[src/rtl/rob_param.sv]
`default_nettype none
// ============================================================================
// Module   : rob_param
// Purpose  : Parametrised reorder buffer for the Tomasulo core. Entries are
//            allocated in program order at dispatch. Results are captured
//            from NCDB common-data-bus channels. Completed entries commit in
//            order, one per cycle, to the register file. Completed but not yet
//            committed values are forwarded to dispatch. A synchronous Flush
//            squashes every entry for mispredict recovery.
// Ports    : CLK, Reset (async, active-high), Flush
//            append/DestReg               - allocate at tail
//            full/empty/count/ROBTail/ROBHead - occupancy and pointers
//            CDB/CDB_WB                   - NCDB result channels + WB flags
//            WA/WE/WD                     - commit port to the register file
//            IndexA/B, ForwardA/B, ForwardDataA/B - forwarding lookups
// Revision : 1.0 - initial release
// ============================================================================
module rob_param #(
  parameter  int DEPTH = 8,
  parameter  int NCDB  = 4,
  parameter  int DW    = 32,
  parameter  int RW    = 4,
  localparam int IW    = $clog2(DEPTH),
  localparam int CW    = DW + 1 + IW
) (
  input  logic               CLK,
  input  logic               Reset,
  input  logic               Flush,
  input  logic               append,
  input  logic [RW-1:0]      DestReg,
  output logic               full,
  output logic               empty,
  output logic [IW:0]        count,
  output logic [IW-1:0]      ROBTail,
  output logic [IW-1:0]      ROBHead,
  input  logic [NCDB*CW-1:0] CDB,
  input  logic [NCDB-1:0]    CDB_WB,
  output logic [RW-1:0]      WA,
  output logic               WE,
  output logic [DW-1:0]      WD,
  input  logic [IW-1:0]      IndexA,
  input  logic [IW-1:0]      IndexB,
  output logic               ForwardA,
  output logic               ForwardB,
  output logic [DW-1:0]      ForwardDataA,
  output logic [DW-1:0]      ForwardDataB
);

  // Pointers carry an extra wrap bit so full and empty are distinguishable.
  logic [IW:0]       r_head;
  logic [IW:0]       r_tail;
  logic [DEPTH-1:0]  r_busy;
  logic [DEPTH-1:0]  r_done;
  logic [RW-1:0]     r_dest  [DEPTH];
  logic [DW-1:0]     r_value [DEPTH];
  logic [DEPTH-1:0]  r_wb;

  logic [IW-1:0]     w_head_idx;
  logic [IW-1:0]     w_tail_idx;
  logic              w_empty;
  logic              w_full;
  logic              w_append;
  logic              w_commit;

  logic [IW-1:0]     w_cdb_tag  [NCDB];
  logic              w_cdb_vld  [NCDB];
  logic [DW-1:0]     w_cdb_data [NCDB];

  logic [DEPTH-1:0]  w_cap;
  logic [DW-1:0]     w_cap_data [DEPTH];
  logic [DEPTH-1:0]  w_cap_wb;

  logic [DEPTH-1:0]  w_busy_nxt;
  logic [DEPTH-1:0]  w_done_nxt;

  // --------------------------------------------------------------------------
  // Channel slicing
  // --------------------------------------------------------------------------
  for (genvar c = 0; c < NCDB; c++) begin : g_ch
    assign w_cdb_tag[c]  = CDB[c*CW +: IW];
    assign w_cdb_vld[c]  = CDB[c*CW + IW];
    assign w_cdb_data[c] = CDB[c*CW + IW + 1 +: DW];
  end

  // --------------------------------------------------------------------------
  // Status
  // --------------------------------------------------------------------------
  assign w_head_idx = r_head[IW-1:0];
  assign w_tail_idx = r_tail[IW-1:0];
  assign w_empty    = (r_head == r_tail);
  assign w_full     = (w_head_idx == w_tail_idx) && (r_head[IW] != r_tail[IW]);

  // full is taken from the pre-commit state, so a full ROB drops an append
  // even when the head retires in the same cycle.
  assign w_append   = append && !w_full && !Flush;
  assign w_commit   = !w_empty && r_done[w_head_idx] && !Flush;

  assign empty      = w_empty;
  assign full       = w_full;
  assign count      = r_tail - r_head;
  assign ROBHead    = w_head_idx;
  assign ROBTail    = w_tail_idx;

  // --------------------------------------------------------------------------
  // CDB capture. Channels are scanned in ascending order so the
  // highest-numbered channel carrying a given tag overrides the others.
  // Only busy, not-yet-done entries accept a result; an entry being appended
  // this cycle is not yet busy and therefore ignores the bus.
  // --------------------------------------------------------------------------
  always_comb begin
    for (int i = 0; i < DEPTH; i++) begin
      w_cap[i]      = 1'b0;
      w_cap_data[i] = '0;
      w_cap_wb[i]   = 1'b0;
      for (int c = 0; c < NCDB; c++) begin
        if (w_cdb_vld[c] && (w_cdb_tag[c] == IW'(i)) && r_busy[i] && !r_done[i]) begin
          w_cap[i]      = 1'b1;
          w_cap_data[i] = w_cdb_data[c];
          w_cap_wb[i]   = CDB_WB[c];
        end
      end
    end
  end

  // --------------------------------------------------------------------------
  // Next-state for the per-entry status bits. The commit slot and append slot
  // never coincide: an empty ROB cannot commit and a full one cannot append.
  // --------------------------------------------------------------------------
  always_comb begin
    w_busy_nxt = r_busy;
    w_done_nxt = r_done | w_cap;
    if (w_commit) begin
      w_busy_nxt[w_head_idx] = 1'b0;
      w_done_nxt[w_head_idx] = 1'b0;
    end
    if (w_append) begin
      w_busy_nxt[w_tail_idx] = 1'b1;
      w_done_nxt[w_tail_idx] = 1'b0;
    end
  end

  always_ff @(posedge CLK or posedge Reset) begin
    if (Reset) begin
      r_head <= '0;
      r_tail <= '0;
      r_busy <= '0;
      r_done <= '0;
    end else if (Flush) begin
      r_head <= '0;
      r_tail <= '0;
      r_busy <= '0;
      r_done <= '0;
    end else begin
      r_busy <= w_busy_nxt;
      r_done <= w_done_nxt;
      if (w_commit) r_head <= r_head + 1'b1;
      if (w_append) r_tail <= r_tail + 1'b1;
    end
  end

  // Payload storage is not reset; BUSY/DONE qualify every use of it.
  always_ff @(posedge CLK) begin
    for (int i = 0; i < DEPTH; i++) begin
      if (!Flush && w_cap[i]) begin
        r_value[i] <= w_cap_data[i];
        r_wb[i]    <= w_cap_wb[i];
      end
      if (w_append && (w_tail_idx == IW'(i))) begin
        r_dest[i] <= DestReg;
      end
    end
  end

  // --------------------------------------------------------------------------
  // Commit port: zero whenever nothing retires this cycle.
  // --------------------------------------------------------------------------
  assign WE = w_commit & r_wb[w_head_idx];
  assign WA = w_commit ? r_dest[w_head_idx]  : '0;
  assign WD = w_commit ? r_value[w_head_idx] : '0;

  // --------------------------------------------------------------------------
  // Forwarding: data is presented regardless of the hit flag.
  // --------------------------------------------------------------------------
  assign ForwardA     = r_busy[IndexA] & r_done[IndexA];
  assign ForwardB     = r_busy[IndexB] & r_done[IndexB];
  assign ForwardDataA = r_value[IndexA];
  assign ForwardDataB = r_value[IndexB];

endmodule
`default_nettype wire

[config.mk]
export PLATFORM = sky130hd
export DESIGN_NAME = rob_param
export DESIGN_NICKNAME = d
export VERILOG_FILES = /design/src/rtl/rob_param.sv
export SDC_FILE = /design/constraint.sdc
export NUM_CORES = 1
export LEC_CHECK = 0
export ABC_AREA = 0
export CORE_MARGIN = 8
export CORE_UTILIZATION = 45
export DETAILED_ROUTE_END_ITERATION = 10
export GPL_TIMING_DRIVEN = 0
export HOLD_SLACK_MARGIN = 0.06
export PLACE_DENSITY_LB_ADDON = 0.15
export SLEW_MARGIN = 30
export SYNTH_ARGS = -nofsm -noshare
export SYNTH_HDL_FRONTEND = slang
export SYNTH_SLANG_ARGS = --single-unit
[constraint.sdc]
create_clock -name CLK -period 4.7 [get_ports CLK]
set_input_delay 0.94 -clock CLK [delete_from_list [all_inputs] [get_ports CLK]]
set_output_delay 0.94 -clock CLK [all_outputs]
set_load 0.005 [all_outputs]
### After elaboration in Yosys (flattened, before gate mapping)

Memories as Yosys holds them, arrays and structs flattened.
Index checks and enable logic that the tools add are counted.

* register bits after elaboration: 32
* RAM bits: 288
* input port bits: 162
* output and inout port bits: 115
* logic and storage cells: 392
* memories kept: 2

* $add $sub $neg: 3
* order comparisons: 6
* equal/unequal tests: 38
* muxes and demuxes: 177
* bitwise gates (word level): 10
* reductions and logical operators: 144

Memory list
* r_value: words 8, bits a word 32, rd ports 3, clocked after Yosys merged registers in 0, wr ports 8, RTL line 55 `logic [DW-1:0] r_value [DEPTH];`
* r_dest: words 8, bits a word 4, rd ports 1, clocked after Yosys merged registers in 0, wr ports 1, RTL line 54 `logic [RW-1:0] r_dest [DEPTH];`

Operator list (number)
* two-way mux 32 bit: 33
* logical AND 1 bit: 119
* two-way mux 1 bit: 111
* == test 3 bit (second input constant): 20
* two-way mux 4 bit: 12
* two-way mux 8 bit: 6
* == test 3 x 2 -> 1 bit (second input constant): 10
* OR reduction 4 bit: 7
* bitwise AND 8 bit: 3
* two-way mux 3 bit: 7
* binary-select mux 1 bit (select 3 bit): 6
* < comparator 3 x 4 -> 1 bit (second input constant): 4
* NOT 8 bit: 2
* OR 8 bit: 2
* == test 3 x 1 -> 1 bit (second input constant): 5
* logical NOT 3 bit: 5
* logical NOT 1 bit: 11
* adder 4 x 1 -> 4 bit (second input constant): 2
* demux 1 bit (select 3 bit): 2
* greater-or-equal comparator 3 x 1 -> 1 bit (second input constant): 2
* == test 4 bit: 1
* nonzero test 2 bit: 2
* subtractor 4 bit: 1
* bitwise AND 1 bit: 3
* 2 further kinds: 2

### Logic depth before layout (Yosys ltp)

* depth after elaboration: 16
* mapped depth: 10
* depth with buffers taken out: 7

### Worst setup path after synthesis

No wires, ideal clock.

* kind: input -> register
* start point: input port CDB[109]
* end point: memory r_value[0][0], enable pin
* library setup time: 424 ps
* data arrival time: 3489 ps
* data required time: 4276 ps
* setup slack: 788 ps
* cell stages on the path: 7
* buffers on the path: 2
* cells stage by stage: nand2b_1 or4_1 buf_4 nand2_4 buf_2 nor2_1 nor2_1

RTL lines
* start, declared: RTL line 36 `input logic [NCDB*CW-1:0] CDB,`
* end, declared: RTL line 55

### Worst setup path after layout

* start point: register r_head[1]
* end point: output port WD[7]

* cells in the longest elaborated chain, start to end: 5
* elaborated cells between the ends (all ways): 8
* those cells by class: eq/ne: 1; mux: 3; reduce/logical: 3; memory: 1

Ends and longest elaborated chain
* start, declared: RTL line 50 `logic [IW:0] r_head;`
* start signal, assigned: RTL line 156 `if (w_commit) r_head <= r_head + 1'b1;`
* binary-select mux 1 bit (select 3 bit) / == test 4 bit (equally long branches): RTL line 96, 90
* two-way mux 1 bit (implied by the code) / logical NOT 1 bit (equally long branches): RTL line 96 `assign w_commit = !w_empty && r_done[w_head_idx] && !Flush;`
* logical AND 1 bit (2 in series): RTL line 96
* two-way mux 32 bit (*): RTL line 179 `assign WD = w_commit ? r_value[w_head_idx] : '0;`
* end, declared: RTL line 40 `output logic [DW-1:0] WD,`

Every way passes the cells marked *; elsewhere a longest branch is shown, timed or not. The select of a mux whose other input is x is not followed.

==> impl_metrics.env <==
export IMPL_outcome="completed"
export IMPL_path_common_cell="clkbuf_8"
export IMPL_detailed_place_hpwl_um=83300
export IMPL_seqPwrFrac_pct=43.7
export IMPL_fin_setup_tns_ns=0
export IMPL_yosysWarningCount=0
export IMPL_grt_pass1_wl_um=174000
export IMPL_first_global_vias=24148
export IMPL_die_h_um=249
export IMPL_syn_mean_instance_area_um2=10.9
export IMPL_root_buffer="clkbuf_16"
export IMPL_synth_edff_count=296
export IMPL_dr_first_iter_drc_count=4294
export IMPL_synth_seq_cells=320
export IMPL_initial_core_util_pct=45.5
export IMPL_path_clk_slew_ns=0.06
export IMPL_vias_per_cell=7.69
export IMPL_grt_setup_unrepaired="false"
export IMPL_grt_overflow=0
export IMPL_fin_crit_ns=4.70
export IMPL_power_switching_w=0.00190
export IMPL_synth_top_cells_by_count="edfxtp_1 (296), nand2_1 (241), a221oi_1 (239)"
export IMPL_setup_viol=0
export IMPL_worst_pin_slew_ns=1.15
export IMPL_path_class="flip-flop to primary output"
export IMPL_cpPeakStageDelay_ns=0.62
export IMPL_drive_gt1_share_pct=24.5
export IMPL_postCtsSetupRepairBufs=0
export IMPL_crit_path_top_delay_cell="clkdlybuf4s50_1"
export IMPL_place_congestion=0.989
export IMPL_syn_cell_area_um2=24500
export IMPL_intPower_w=0.00523
export IMPL_finish_utilization_pct=53.9
export IMPL_final_area_um2=29000
export IMPL_io_buffer_count=170
export IMPL_antenna_found_initial=15
export IMPL_cts_hold_buf=0
export IMPL_htreeDepth=2
export IMPL_leakage_nw=9.08
export IMPL_ys_async_sr_fraction_pct=7.50
export IMPL_die_width_um=249
export IMPL_syn_to_final_growth_pct=18.4
export IMPL_syn_nets=2410
export IMPL_yosysTopAreaCell="edfxtp_1"
export IMPL_max_vdd_ir_drop_uv=220
export IMPL_design_power_total_w=0.00713
export IMPL_crit_path_max_fanout=10
export IMPL_start_kind="flip-flop"
export IMPL_cts_sinks=320
export IMPL_register_area_um2=9490
export IMPL_pre_cts_ws_ns=-0.686
export IMPL_core_area_um2=53800
export IMPL_swShare_pct=26.6
export IMPL_fin_skew_ns=0.0234
export IMPL_ys_types=67
export IMPL_synth_main_ff_cell="edfxtp_1"
export IMPL_finalHoldViolCount=0
export IMPL_multi_input_area_um2=13500
export IMPL_rows=85
export IMPL_combPwrFrac_pct=12.4
export IMPL_cts_tree="done"
export IMPL_yosysMostFrequentCell="edfxtp_1"
export IMPL_detail_route_antenna_nets=0
export IMPL_cts_path_max_buffers=3
export IMPL_post_route_worst_setup_slack_ns=0.00446
export IMPL_insertion_delay_ns=0.61
export IMPL_timing_hold_worst_class="flip-flop to flip-flop"
export IMPL_grt_max_degree=25
export IMPL_crit_chain="clkbuf_8, clkinv_2, clkbuf_8, ha_1, nand4_1, o211ai_4, buf_6, a2111oi_2, clkdlybuf4s50_1"
export IMPL_track_usage_pct=38.3
export IMPL_critPathArrivalTime_ns=3.76
export IMPL_clock_power_share_pct=43.9
export IMPL_ys_top_cells_by_area="edfxtp_1 (36%), mux4_2 (18%), a221oi_1 (8.5%)"
export IMPL_numCtsBuffers=40
export IMPL_critPathRequiredTime_ns=3.76
export IMPL_clock_fmax_ghz=0.213
export IMPL_finalCritPeriodShare_pct=99.9
export IMPL_synth_top_area_share_pct=36.3
export IMPL_pin_count=277
export IMPL_yosysSeqAreaShare_pct=38.7
export IMPL_slew_viol_final=0
export IMPL_pwr_density_cell_nw_per_um2=246
export IMPL_netlist_instances=2237
export IMPL_wl_per_cell_um=38.7
export IMPL_end_kind="primary output"
export IMPL_drt_wl_total_um=124000
export IMPL_slew_headroom_pct=23.3
export IMPL_drc=0
export IMPL_dpl_cell_area_um2=27600
export IMPL_drtPass1Iterations=8
export IMPL_dieArea_um2=62200
export IMPL_final_nets=2639
export IMPL_max_cap_violations=0
export IMPL_fillers=4744
export IMPL_vias=24660
[logic make-up after synthesis]
group | Yosys count | synth area share [%]
and+or+nand+nor | 495 | 9.71
DFF | 320 | 38.7
adders and majority gates | 11 | 0.593
buffers and inverters | 339 | 6.46
muxes | 294 | 22.3
xor gates and xnor gates | 6 | 0.215
AOI/OAI and AO/OA | 772 | 22.0
[power groups by stage]
stage               logic (W)  clock network, W  registers [W]
CTS                  0.000864           0.00309        0.00311
detailed placement   0.000858                 0        0.00317
global route         0.000923           0.00318        0.00311
global placement     0.000839                 0        0.00317
floorplan            0.000454                 0        0.00317
finish               0.000887           0.00313        0.00311
[flip-flops by register name (all words and copies together) (netlist names)]
register	cells
r_value	256
r_head	4
r_done	8
r_busy	8
r_dest	32
r_wb	8
r_tail	4
[cell usage in the layout, fill, tap and decap left out, types with 23 or more instances in the layout]
master	instances
clkdlybuf4s50_1	170
nor2_1	87
clkbuf_16	41
mux4_2	194
buf_1	26
mux2_2	74
clkbuf_2	41
buf_4	23
dfrtp_1	23
a221oi_1	239
nand2_1	241
o21ai_0	160
clkbuf_1	166
o22ai_2	30
nor2_2	35
mux2i_1	26
a21oi_1	37
buf_2	55
o22ai_1	76
edfxtp_1	296
o21ai_1	165
[metal layers]
metal	up-vias	global-route usage [%]	wire length, um
met5	-	0.475	55
met4	10	21.4	8420
met3	609	13.9	17600
met2	2426	57.0	53800
met1	12156	48.0	44300
li1	9459	-	-
[stage by stage]
stage          hold slack, ns  cells
3_3_place_gp            0.554   3103
5_1_grt                 0.586   3200
6_report                0.569   3205
3_5_place_dp            0.552   3121
2_1_floorplan           0.530   2237
4_1_cts                 0.570   3193
[worst paths after layout]
kind	end	start	slack (ns)	cells past startpoint
worst max-delay path	WD[7]	r_head[1]	0.004	9
worst min-delay path	r_tail[3]	r_tail[3]	0.57	2
worst max register to register	r_value[5][10]	r_done[5]	1.29	7
worst min register to register	r_tail[3]	r_tail[3]	0.57	2
max in group asynchronous	r_head[1]	Reset	3.60	2
min in group asynchronous	r_tail[3]	Reset	0.71	2
[worst max-delay path, delay by kind of cell (launching register included)]
kind / cells / cell delay (ns)
AOI/OAI and AO/OA: 2 / 0.64
and+or+nand+nor: 1 / 0.23
adders and majority gates: 1 / 0.33
DFF: 1 / 0.47
buffers and inverters: 5 / 1.47
[repair_timing]
action	CTS	global route
setup endpoints to repair	40	29
gates resized for setup	22	5
pin swaps	1	1
[layout make-up]
class / count / area share (%)
diodes: 13 / 0.112
clock buffers: 46 / 3.60
plain buffers: 325 / 5.51
inverters: 13 / 0.173
repair buffers: 188 / 7.44
well taps: 696 / 3.00
multi-input cells: 1578 / 46.7
clock inverters: 26 / 0.738
flip-flops and latches: 320 / 32.7
Note: power is estimated with default switching activity, not from simulation.
